$ cat src/rtl/spi_burst_if.sv
// Host-side command/TX/RX streams plus the SPI engine register port of spi_burst.
// Every *_valid/*_ready pair: a beat transfers on a posedge where both are high; the source holds data stable while valid.
interface spi_burst_if;
   logic       cmd_valid;
   logic       cmd_ready;
   logic [1:0] cmd_sel;
   logic [7:0] cmd_len;
   logic       cmd_discard;
   logic       tx_valid;
   logic       tx_ready;
   logic [7:0] tx_data;
   logic       rx_valid;
   logic       rx_ready;
   logic [7:0] rx_data;
   logic       busy;
   logic       done;
   logic [2:0] spi_addr;
   logic [7:0] spi_wdata;
   logic [7:0] spi_rdata;
   logic [1:0] spi_sel;
   logic       spi_read;
   logic       spi_write;
   logic       spi_irq;

   modport slave (
      input  cmd_valid, cmd_sel, cmd_len, cmd_discard, tx_valid, tx_data, rx_ready,
             spi_rdata, spi_irq,
      output cmd_ready, tx_ready, rx_valid, rx_data, busy, done, spi_addr, spi_wdata,
             spi_sel, spi_read, spi_write
   );

   modport master (
      output cmd_valid, cmd_sel, cmd_len, cmd_discard, tx_valid, tx_data, rx_ready,
             spi_rdata, spi_irq,
      input  cmd_ready, tx_ready, rx_valid, rx_data, busy, done, spi_addr, spi_wdata,
             spi_sel, spi_read, spi_write
   );
endinterface

$ cat src/rtl/spi_burst.sv
// Burst sequencer driving an SPI engine register port: one write/irq/read round per byte.
// Define SPI_BURST_RXFIFO_EN for a 2**RXD_LOG2-entry RX FIFO; otherwise RX is a single holding register.
module spi_burst #(
   parameter int RXD_LOG2 = 2
) (
   input  logic       clk,
   input  logic       reset,
   spi_burst_if.slave bus,
   output logic [2:0] dbg_state
);

   localparam logic [2:0] S_IDLE  = 3'd0;
   localparam logic [2:0] S_START = 3'd1;
   localparam logic [2:0] S_WAIT  = 3'd2;
   localparam logic [2:0] S_READ  = 3'd3;
   localparam logic [2:0] S_NEXT  = 3'd4;

   logic [2:0] state;
   logic [1:0] sel_q;
   logic [7:0] remain;
   logic       discard_q;
   logic       last;
   logic       do_write;
   logic       do_read;
   logic       rx_space;
   logic       push;
   logic       pop;

   assign last     = (remain == 8'd0);
   assign do_write = ((state == S_START) || (state == S_NEXT)) && bus.tx_valid;
   assign do_read  = (state == S_READ) && (discard_q || rx_space);
   assign push     = do_read && !discard_q;
   assign pop      = bus.rx_valid && bus.rx_ready;

   always_ff @(posedge clk) begin
      if (reset) begin
         state     <= S_IDLE;
         sel_q     <= 2'd0;
         remain    <= 8'd0;
         discard_q <= 1'b0;
      end else begin
         case (state)
            S_IDLE: begin
               if (bus.cmd_valid) begin
                  sel_q     <= bus.cmd_sel;
                  remain    <= bus.cmd_len;
                  discard_q <= bus.cmd_discard;
                  state     <= S_START;
               end
            end
            S_START: if (do_write) state <= S_WAIT;
            S_WAIT:  if (bus.spi_irq) state <= S_READ;
            S_READ: begin
               if (do_read) begin
                  // The addr-0 read on the final byte makes the engine release CS.
                  if (last) begin
                     state <= S_IDLE;
                  end else begin
                     remain <= remain - 8'd1;
                     state  <= S_NEXT;
                  end
               end
            end
            S_NEXT:  if (do_write) state <= S_WAIT;
            default: state <= S_IDLE;
         endcase
      end
   end

   always_comb begin
      bus.spi_addr = 3'd0;
      if (do_write) begin
         bus.spi_addr = {2'b00, (state == S_NEXT)};
      end else if (do_read) begin
         bus.spi_addr = {2'b00, !last};
      end
   end

   assign bus.cmd_ready = (state == S_IDLE);
   assign bus.busy      = (state != S_IDLE);
   assign bus.done      = do_read && last;
   assign bus.tx_ready  = do_write;
   assign bus.spi_write = do_write;
   assign bus.spi_read  = do_read;
   assign bus.spi_wdata = do_write ? bus.tx_data : 8'h00;
   assign bus.spi_sel   = (state != S_IDLE) ? sel_q : 2'd0;
   assign dbg_state     = state;

`ifdef SPI_BURST_RXFIFO_EN
   localparam int DEPTH = 1 << RXD_LOG2;

   logic [7:0]        mem [DEPTH];
   logic [RXD_LOG2:0] wr_ptr;
   logic [RXD_LOG2:0] rd_ptr;
   logic              full;

   // Pointers carry one extra wrap bit to tell full from empty.
   assign full = (wr_ptr[RXD_LOG2] != rd_ptr[RXD_LOG2]) &&
                 (wr_ptr[RXD_LOG2-1:0] == rd_ptr[RXD_LOG2-1:0]);
   assign rx_space    = !full || bus.rx_ready;
   assign bus.rx_valid = (wr_ptr != rd_ptr);
   assign bus.rx_data  = mem[rd_ptr[RXD_LOG2-1:0]];

   always_ff @(posedge clk) begin
      if (reset) begin
         wr_ptr <= '0;
         rd_ptr <= '0;
      end else begin
         if (push) wr_ptr <= wr_ptr + 1'b1;
         if (pop)  rd_ptr <= rd_ptr + 1'b1;
      end
   end

   always_ff @(posedge clk) begin
      if (push) mem[wr_ptr[RXD_LOG2-1:0]] <= bus.spi_rdata;
   end
`else
   logic       hold_valid;
   logic [7:0] hold_data;
   logic       unused_cfg;

   assign unused_cfg   = RXD_LOG2[0];
   assign rx_space     = !hold_valid || bus.rx_ready;
   assign bus.rx_valid = hold_valid;
   assign bus.rx_data  = hold_data;

   always_ff @(posedge clk) begin
      if (reset) begin
         hold_valid <= 1'b0;
         hold_data  <= 8'h00;
      end else if (push) begin
         hold_valid <= 1'b1;
         hold_data  <= bus.spi_rdata;
      end else if (pop) begin
         hold_valid <= 1'b0;
      end
   end
`endif

endmodule

$ cat src/flat_wrapper.sv
// flat-port wrapper written by rule: the top's interface ports become plain ports
module spi_burst_flat 
#(
   parameter int RXD_LOG2 = 2
)
  (clk, reset, dbg_state, bus_cmd_valid, bus_cmd_sel, bus_cmd_len, bus_cmd_discard, bus_tx_valid, bus_tx_data, bus_rx_ready, bus_spi_rdata, bus_spi_irq, bus_cmd_ready, bus_tx_ready, bus_rx_valid, bus_rx_data, bus_busy, bus_done, bus_spi_addr, bus_spi_wdata, bus_spi_sel, bus_spi_read, bus_spi_write);
  spi_burst_if bus_i ();
  input  logic clk;
  input  logic reset;
  output logic [2:0] dbg_state;
  input wire logic [$bits(bus_i.cmd_valid)-1:0] bus_cmd_valid;
  input wire logic [$bits(bus_i.cmd_sel)-1:0] bus_cmd_sel;
  input wire logic [$bits(bus_i.cmd_len)-1:0] bus_cmd_len;
  input wire logic [$bits(bus_i.cmd_discard)-1:0] bus_cmd_discard;
  input wire logic [$bits(bus_i.tx_valid)-1:0] bus_tx_valid;
  input wire logic [$bits(bus_i.tx_data)-1:0] bus_tx_data;
  input wire logic [$bits(bus_i.rx_ready)-1:0] bus_rx_ready;
  input wire logic [$bits(bus_i.spi_rdata)-1:0] bus_spi_rdata;
  input wire logic [$bits(bus_i.spi_irq)-1:0] bus_spi_irq;
  output wire logic [$bits(bus_i.cmd_ready)-1:0] bus_cmd_ready;
  output wire logic [$bits(bus_i.tx_ready)-1:0] bus_tx_ready;
  output wire logic [$bits(bus_i.rx_valid)-1:0] bus_rx_valid;
  output wire logic [$bits(bus_i.rx_data)-1:0] bus_rx_data;
  output wire logic [$bits(bus_i.busy)-1:0] bus_busy;
  output wire logic [$bits(bus_i.done)-1:0] bus_done;
  output wire logic [$bits(bus_i.spi_addr)-1:0] bus_spi_addr;
  output wire logic [$bits(bus_i.spi_wdata)-1:0] bus_spi_wdata;
  output wire logic [$bits(bus_i.spi_sel)-1:0] bus_spi_sel;
  output wire logic [$bits(bus_i.spi_read)-1:0] bus_spi_read;
  output wire logic [$bits(bus_i.spi_write)-1:0] bus_spi_write;
  assign bus_i.cmd_valid = bus_cmd_valid;
  assign bus_i.cmd_sel = bus_cmd_sel;
  assign bus_i.cmd_len = bus_cmd_len;
  assign bus_i.cmd_discard = bus_cmd_discard;
  assign bus_i.tx_valid = bus_tx_valid;
  assign bus_i.tx_data = bus_tx_data;
  assign bus_i.rx_ready = bus_rx_ready;
  assign bus_i.spi_rdata = bus_spi_rdata;
  assign bus_i.spi_irq = bus_spi_irq;
  assign bus_cmd_ready = bus_i.cmd_ready;
  assign bus_tx_ready = bus_i.tx_ready;
  assign bus_rx_valid = bus_i.rx_valid;
  assign bus_rx_data = bus_i.rx_data;
  assign bus_busy = bus_i.busy;
  assign bus_done = bus_i.done;
  assign bus_spi_addr = bus_i.spi_addr;
  assign bus_spi_wdata = bus_i.spi_wdata;
  assign bus_spi_sel = bus_i.spi_sel;
  assign bus_spi_read = bus_i.spi_read;
  assign bus_spi_write = bus_i.spi_write;
  spi_burst #(.RXD_LOG2(RXD_LOG2)) u_core (.clk(clk), .reset(reset), .bus(bus_i), .dbg_state(dbg_state));
endmodule
$ cat config.mk
export PLATFORM = sky130hd
export DESIGN_NAME = spi_burst_flat
export DESIGN_NICKNAME = d
export VERILOG_FILES = /design/src/rtl/spi_burst_if.sv /design/src/rtl/spi_burst.sv /design/src/flat_wrapper.sv
export SDC_FILE = /design/constraint.sdc
export NUM_CORES = 1
export LEC_CHECK = 0
export ABC_AREA = 1
export CORE_MARGIN = 2
export CORE_UTILIZATION = 65
export CTS_BUF_LIST = sky130_fd_sc_hd__clkbuf_8
export DETAILED_ROUTE_END_ITERATION = 7
export DONT_BUFFER_PORTS = 1
export PLACE_DENSITY = 0.81
export REMOVE_ABC_BUFFERS = 1
export SLEW_MARGIN = 20
export SYNTH_ARGS = -nofsm -noshare
export SYNTH_HDL_FRONTEND = slang
export SYNTH_SLANG_ARGS = --single-unit
$ cat constraint.sdc
create_clock -name clk -period 1.5 [get_ports clk]
set_input_delay 0.225 -clock clk [delete_from_list [all_inputs] [get_ports clk]]
set_output_delay 0.225 -clock clk [all_outputs]
set_load 0.02 [all_outputs]
Word level (Yosys, flattened, before mapping)

Cells that the tools add are included.

Logic and storage cells: 52
Register bits: 23
Output and inout port bits: 31
Bits of input ports: 33

Muxes and demuxes: 16
Reductions and logical operators: 20
Equality and inequality tests: 9
$add $sub $neg: 1

Operators by type and width:

| kind                                                   | number |
|---|---|
| 2-to-1 mux 8 bit                                       | 4 |
| 2-to-1 mux 3 bit                                       | 6 |
| case mux 8 bit (2 select lines)                        | 1 |
| case mux 3 bit (4 select lines)                        | 1 |
| logical NOT 8 bit                                      | 1 |
| AND reduction 4 bit                                    | 2 |
| subtractor 8 x 1 -> 8 bit (second input constant)      | 1 |
| equality test 3 x 2 -> 1 bit (second input constant)   | 2 |
| inequality test 2 bit (second input constant)          | 3 |
| logical AND 1 bit                                      | 5 |
| inequality test 2 x 1 -> 1 bit (second input constant) | 2 |
| nonzero test 2 bit                                     | 2 |
| equality test 3 x 1 -> 1 bit (second input constant)   | 1 |
| equality test 3 bit (second input constant)            | 1 |
| logical NOT 1 bit                                      | 3 |
| logical NOT 3 bit                                      | 1 |
| logical OR 1 bit                                       | 3 |
| 2-to-1 mux 1 bit                                       | 3 |
| nonzero test 3 bit                                     | 1 |
| 2-to-1 mux 2 bit                                       | 1 |
| AND reduction 2 bit                                    | 1 |
| OR reduction 2 bit                                     | 1 |

Logic depth before layout (Yosys ltp)

Word-level depth: 6
Depth in mapped cells: 10
Gate-level depth less buffers: 10

Worst setup path before layout

No wires, ideal clock.

Path kind: register to output
Start: register u_core.state[0] (netlist: u_core.dbg_state[0])
End: output bus_spi_addr[0]
Setup slack: -115 ps
Buffers on the path: 1
Arrival time: 1390 ps
Stages on the path, launching flop included: 8
Required time: 1275 ps
Path through: dfxtp_1 > nand3_2 > inv_2 > nand2_1 > inv_2 > buf_4 > nand2_1 > o21ai_1

Longest elaborated chain between the ends: 4
Elaborated cells on any way between the ends: 8
Those cells by class: eq/ne (3); mux (2); reduce/logical (3)

RTL lines:

| element                      | line               | source |
|---|---|---|
| from (decl)                  | spi_burst.sv:18    | `logic [2:0] state;` |
| from (signal assigned)       | spi_burst.sv:37    | `state <= S_IDLE;` |
| from (signal assigned)       | spi_burst.sv:48    | `state <= S_START;` |
| from (signal assigned)       | spi_burst.sv:51    | `S_START: if (do_write) state <= S_WAIT;` |
| equality test 3 x 2 -> 1 bit | spi_burst.sv:31    | `assign do_read = (state == S_READ) && (discard_q \|\| rx_space);` |
| logical AND 1 bit            | spi_burst.sv:31    |  |
| net bus_spi_read             | flat_wrapper.sv:29 | `output wire logic [$bits(bus_i.spi_read)-1:0] bus_spi_read;` |
| 2-to-1 mux 1 bit             | spi_burst.sv:74    | `end else if (do_read) begin` |
| 2-to-1 mux 3 bit             | spi_burst.sv:72    | `if (do_write) begin` |
| to (decl)                    | flat_wrapper.sv:26 | `output wire logic [$bits(bus_i.spi_addr)-1:0] bus_spi_addr;` |

The timed path passes the listed nets, and every way through them passes these cells.

Final worst setup path

Start: register u_core.state[0] (netlist: u_core.dbg_state[0])
End: output bus_spi_wdata[5]

Longest elaborated chain between the ends: 4
Elaborated cells on any way between the ends: 5
Those cells by class: eq/ne (2); mux (1); reduce/logical (2)

RTL lines:

| element                                                             | line               | source |
|---|---|---|
| equality test 3 x 1 -> 1 bit or equality test 3 bit (tied branches) | spi_burst.sv:30    | `assign do_write = ((state == S_START) \|\| (state == S_NEXT)) && bus.tx_valid;` |
| logical OR 1 bit *                                                  | spi_burst.sv:30    |  |
| logical AND 1 bit *                                                 | spi_burst.sv:30    |  |
| 2-to-1 mux 8 bit *                                                  | spi_burst.sv:85    | `assign bus.spi_wdata = do_write ? bus.tx_data : 8'h00;` |
| to (decl)                                                           | flat_wrapper.sv:27 | `output wire logic [$bits(bus_i.spi_wdata)-1:0] bus_spi_wdata;` |

Every way passes the cells marked *; elsewhere a longest branch is shown, timed or not.

==> results.json <==
{
  "drt_iter0_markers": 436,
  "grt-ovfl-total": 0,
  "power_switching_mw": 2.556,
  "power_frac_seq": 0.227,
  "post-route-util": 0.9514,
  "via_per_inst": 6.868,
  "rsz0062_at_grt": "true",
  "clkTransAtPathRegs_ns": 0.09,
  "clk_latency_ns": 0.28,
  "status": "complete, but fails checks",
  "ios": 64,
  "clockPowerShare": 0.088,
  "ys_ff_latch": 23,
  "grt_usage": 0.3431,
  "synthMuxAreaShare": 0,
  "post-place-ws_ns": 0.02159,
  "cp_max_fo": 6,
  "synth_warnings": 0,
  "drc": 132,
  "synth_adder_area_share": 0.009116,
  "synth_compound_area_frac": 0.09754,
  "p_comb_frac": 0.685,
  "cts_tree": "done",
  "fillerInstances": 56,
  "synth_cell_types": 23,
  "htree_levels": 1,
  "peakVddDrop_v": 0.001910,
  "synth-async-reset-ratio": 0,
  "netlist_instances": 232,
  "setup_tns_ns": -2.400,
  "synth_xor_area_frac": 0,
  "start_util": 0.6926,
  "end_kind": "output port",
  "violations": "design-rule violations, negative hold slack, negative setup slack",
  "fin_nets": 304,
  "min_path_type": "primary input to flop",
  "antenna_found_initial": 0,
  "period_share": 1.153,
  "synth-seq-area-share": 0.3355,
  "drtAntennaViolNets": 0,
  "yosysTopAreaCellShare": 0.3355,
  "cts_hold_buffers": 0,
  "num_rows": 16,
  "core_um2": 1982,
  "chipWidth_um": 49.95,
  "antennaDiodeCount": 0,
  "routed_wl_mm": 6.695,
  "crit_arrival_ns": 1.50,
  "final_cell_area_um2": 1886,
  "setup_slack_ns": -0.2288,
  "setup_viol": 26,
  "total_power_mw": 4.668,
  "avgSynthCellArea_um2": 5.916,
  "grt_pass1_vias": 1617,
  "grt_max_degree": 15,
  "drive_gt1_frac": 0.3048,
  "port_buffers": 0,
  "die_area_um2": 2495,
  "p_int_mw": 2.112,
  "drtPass1Iterations": 8,
  "synth-edff-count": 0,
  "synth_flop_cell": "dfxtp_1",
  "wl_per_cell_um": 22.62,
  "crit_type": "flop to output port",
  "clockRootBuffer": "clkbuf_8",
  "placed_area_um2": 1559,
  "grt_first_pass_wirelength_mm": 6.630,
  "power.density_nw_per_um2": 2475,
  "cts_made_buffers": 3,
  "hpwlAfterDp_mm": 2.782,
  "drv_slew": 0,
  "holdWs_ns": -0.001117,
  "cts.sink_count": 23,
  "min_period_ns": 1.729,
  "fmax_ghz": 0.5784,
  "instances_no_fill": 296,
  "finClkSkew_ns": 0.001767,
  "synthSimpleGateAreaFrac": 0.4230,
  "die_h_um": 49.95,
  "cp_data_required_time_ns": 1.27,
  "vias": 2033,
  "timing.max_cap.violations": 0,
  "synth_top_area_cell": "dfxtp_1",
  "synth_top_family_by_area": "simple AND/OR/NAND/NOR gates",
  "worstHoldPathCells": 1,
  "gp_congestion": 0.8807,
  "synth_area_leaders": "dfxtp_1, nand2_1, nor2_1, inv_1, nand3_1",
  "clk_path_buf_depth": 2,
  "hold_viol": 1,
  "swShare": 0.5476,
  "ff2ff_path_depth": 10,
  "syn-cell-area_um2": 1373,
  "syn_to_final_growth_pct": 37.37,
  "p_leak_nw": 0.9347,
  "critPathLaunchType": "flop",
  "dp.cells": 279
}
## sequential cells by signal, summed over array words and instances (netlist names)
signal	flops
u_core.bus.rx_data	8
u_core.dbg_state	3
u_core.discard_q	1
u_core.remain	8
u_core.sel_q	2
u_core.bus.rx_valid	1
## final timing paths
kind,from,endpoint,slack [ns]
max reg2reg,u_core.remain[0],u_core.remain[7],-0.10
max,u_core.dbg_state[0],bus_spi_wdata[5],-0.23
min,reset,u_core.remain[1],-0.001
min reg2reg,u_core.remain[2],u_core.remain[2],0.52
## repair_timing
action                                  4_1_cts  5_1_grt
cloned                                        1        1
resized for setup                            27       30
endpoints found under the setup margin       15       27
buffers inserted                              6        5
pin swaps                                     7        7
## layout make-up
class / instances / area [um2] / share of cell area
clock buffer: 3 / 41.29 / 0.02190
tap: 27 / 33.78 / 0.01792
inverter: 34 / 135.1 / 0.07167
clock inverter: 1 / 3.754 / 0.001991
multi-input combinational: 170 / 882.1 / 0.4678
sequential: 23 / 474.2 / 0.2515
timing repair buffer: 38 / 315.3 / 0.1672
## cells by family (layout without fill, tap and decap cells)
kind of cell / count (synthesis) / after routing
compound gates: 26 / 26
fa+ha+maj: 1 / 1
other cells: 1 / 2
flops: 23 / 23
simple gates: 139 / 141
buf+inv: 42 / 76
## cells in the mapped netlist (2+ instances only)
cell / count
nand2_1: 69
nor2_1: 39
inv_1: 28
dfxtp_1: 23
nand3_1: 21
a21oi_1: 17
o21ai_0: 6
inv_2: 5
buf_4: 4
nand4_1: 3
clkbuf_1: 2
nand3_2: 2
o21ai_1: 2
or2_1: 2
## routing by layer
| layer | vias up | wire [um] | global-route usage |
|---|---|---|---|
| met5 | - | 0 | 0 |
| met4 | 0 | 840 | 0.1944 |
| met3 | 114 | 971 | 0.07273 |
| met2 | 299 | 2857 | 0.6267 |
| met1 | 833 | 2025 | 0.3583 |
| li1 | 787 | - | - |
## critical path, stage by stage (launching register included)
cell	delay, ns
dfxtp_4	0.41
nor2_4	0.12
nand2_2	0.10
o21ai_4	0.12
nand2_2	0.15
nor2_1	0.16
buf_4	0.17
## cells in the final DEF, fill, tap and decap left out
cell,Yosys,layout
o21a_2,1,1
or2_2,1,1
nand3_4,0,2
nand2_2,1,4
dfxtp_1,23,18
ha_4,0,1
buf_4,4,30
inv_1,28,25
o21ai_1,2,1
nor2_1,39,29
clkbuf_8,0,3
conb_1,1,2
inv_2,5,6
nor2_2,1,6
o21ai_4,0,1
a21oi_1,17,17
nand4_1,3,3
inv_4,0,3
o21ai_0,6,6
clkinv_1,1,1
dfxtp_2,0,2
buf_6,1,8
or2_1,2,2
nand3_2,2,1
nand2_1,69,62
nor2_4,0,5
nand2_4,0,5
dfxtp_4,0,3
nand3_1,21,21
## power by group through the flow
| stage | registers, mW | logic, mW | clock network (mW) |
|---|---|---|---|
| after floorplan | 0.979 | 1.36 | 0 |
| after global placement | 0.953 | 1.96 | 0 |
| after detailed placement | 0.959 | 2.07 | 0 |
| after CTS | 0.990 | 2.39 | 0.377 |
| after global routing | 1.06 | 3.33 | 0.424 |
| final | 1.06 | 3.20 | 0.412 |
No activity file was read; power rests on OpenSTA's default activity.
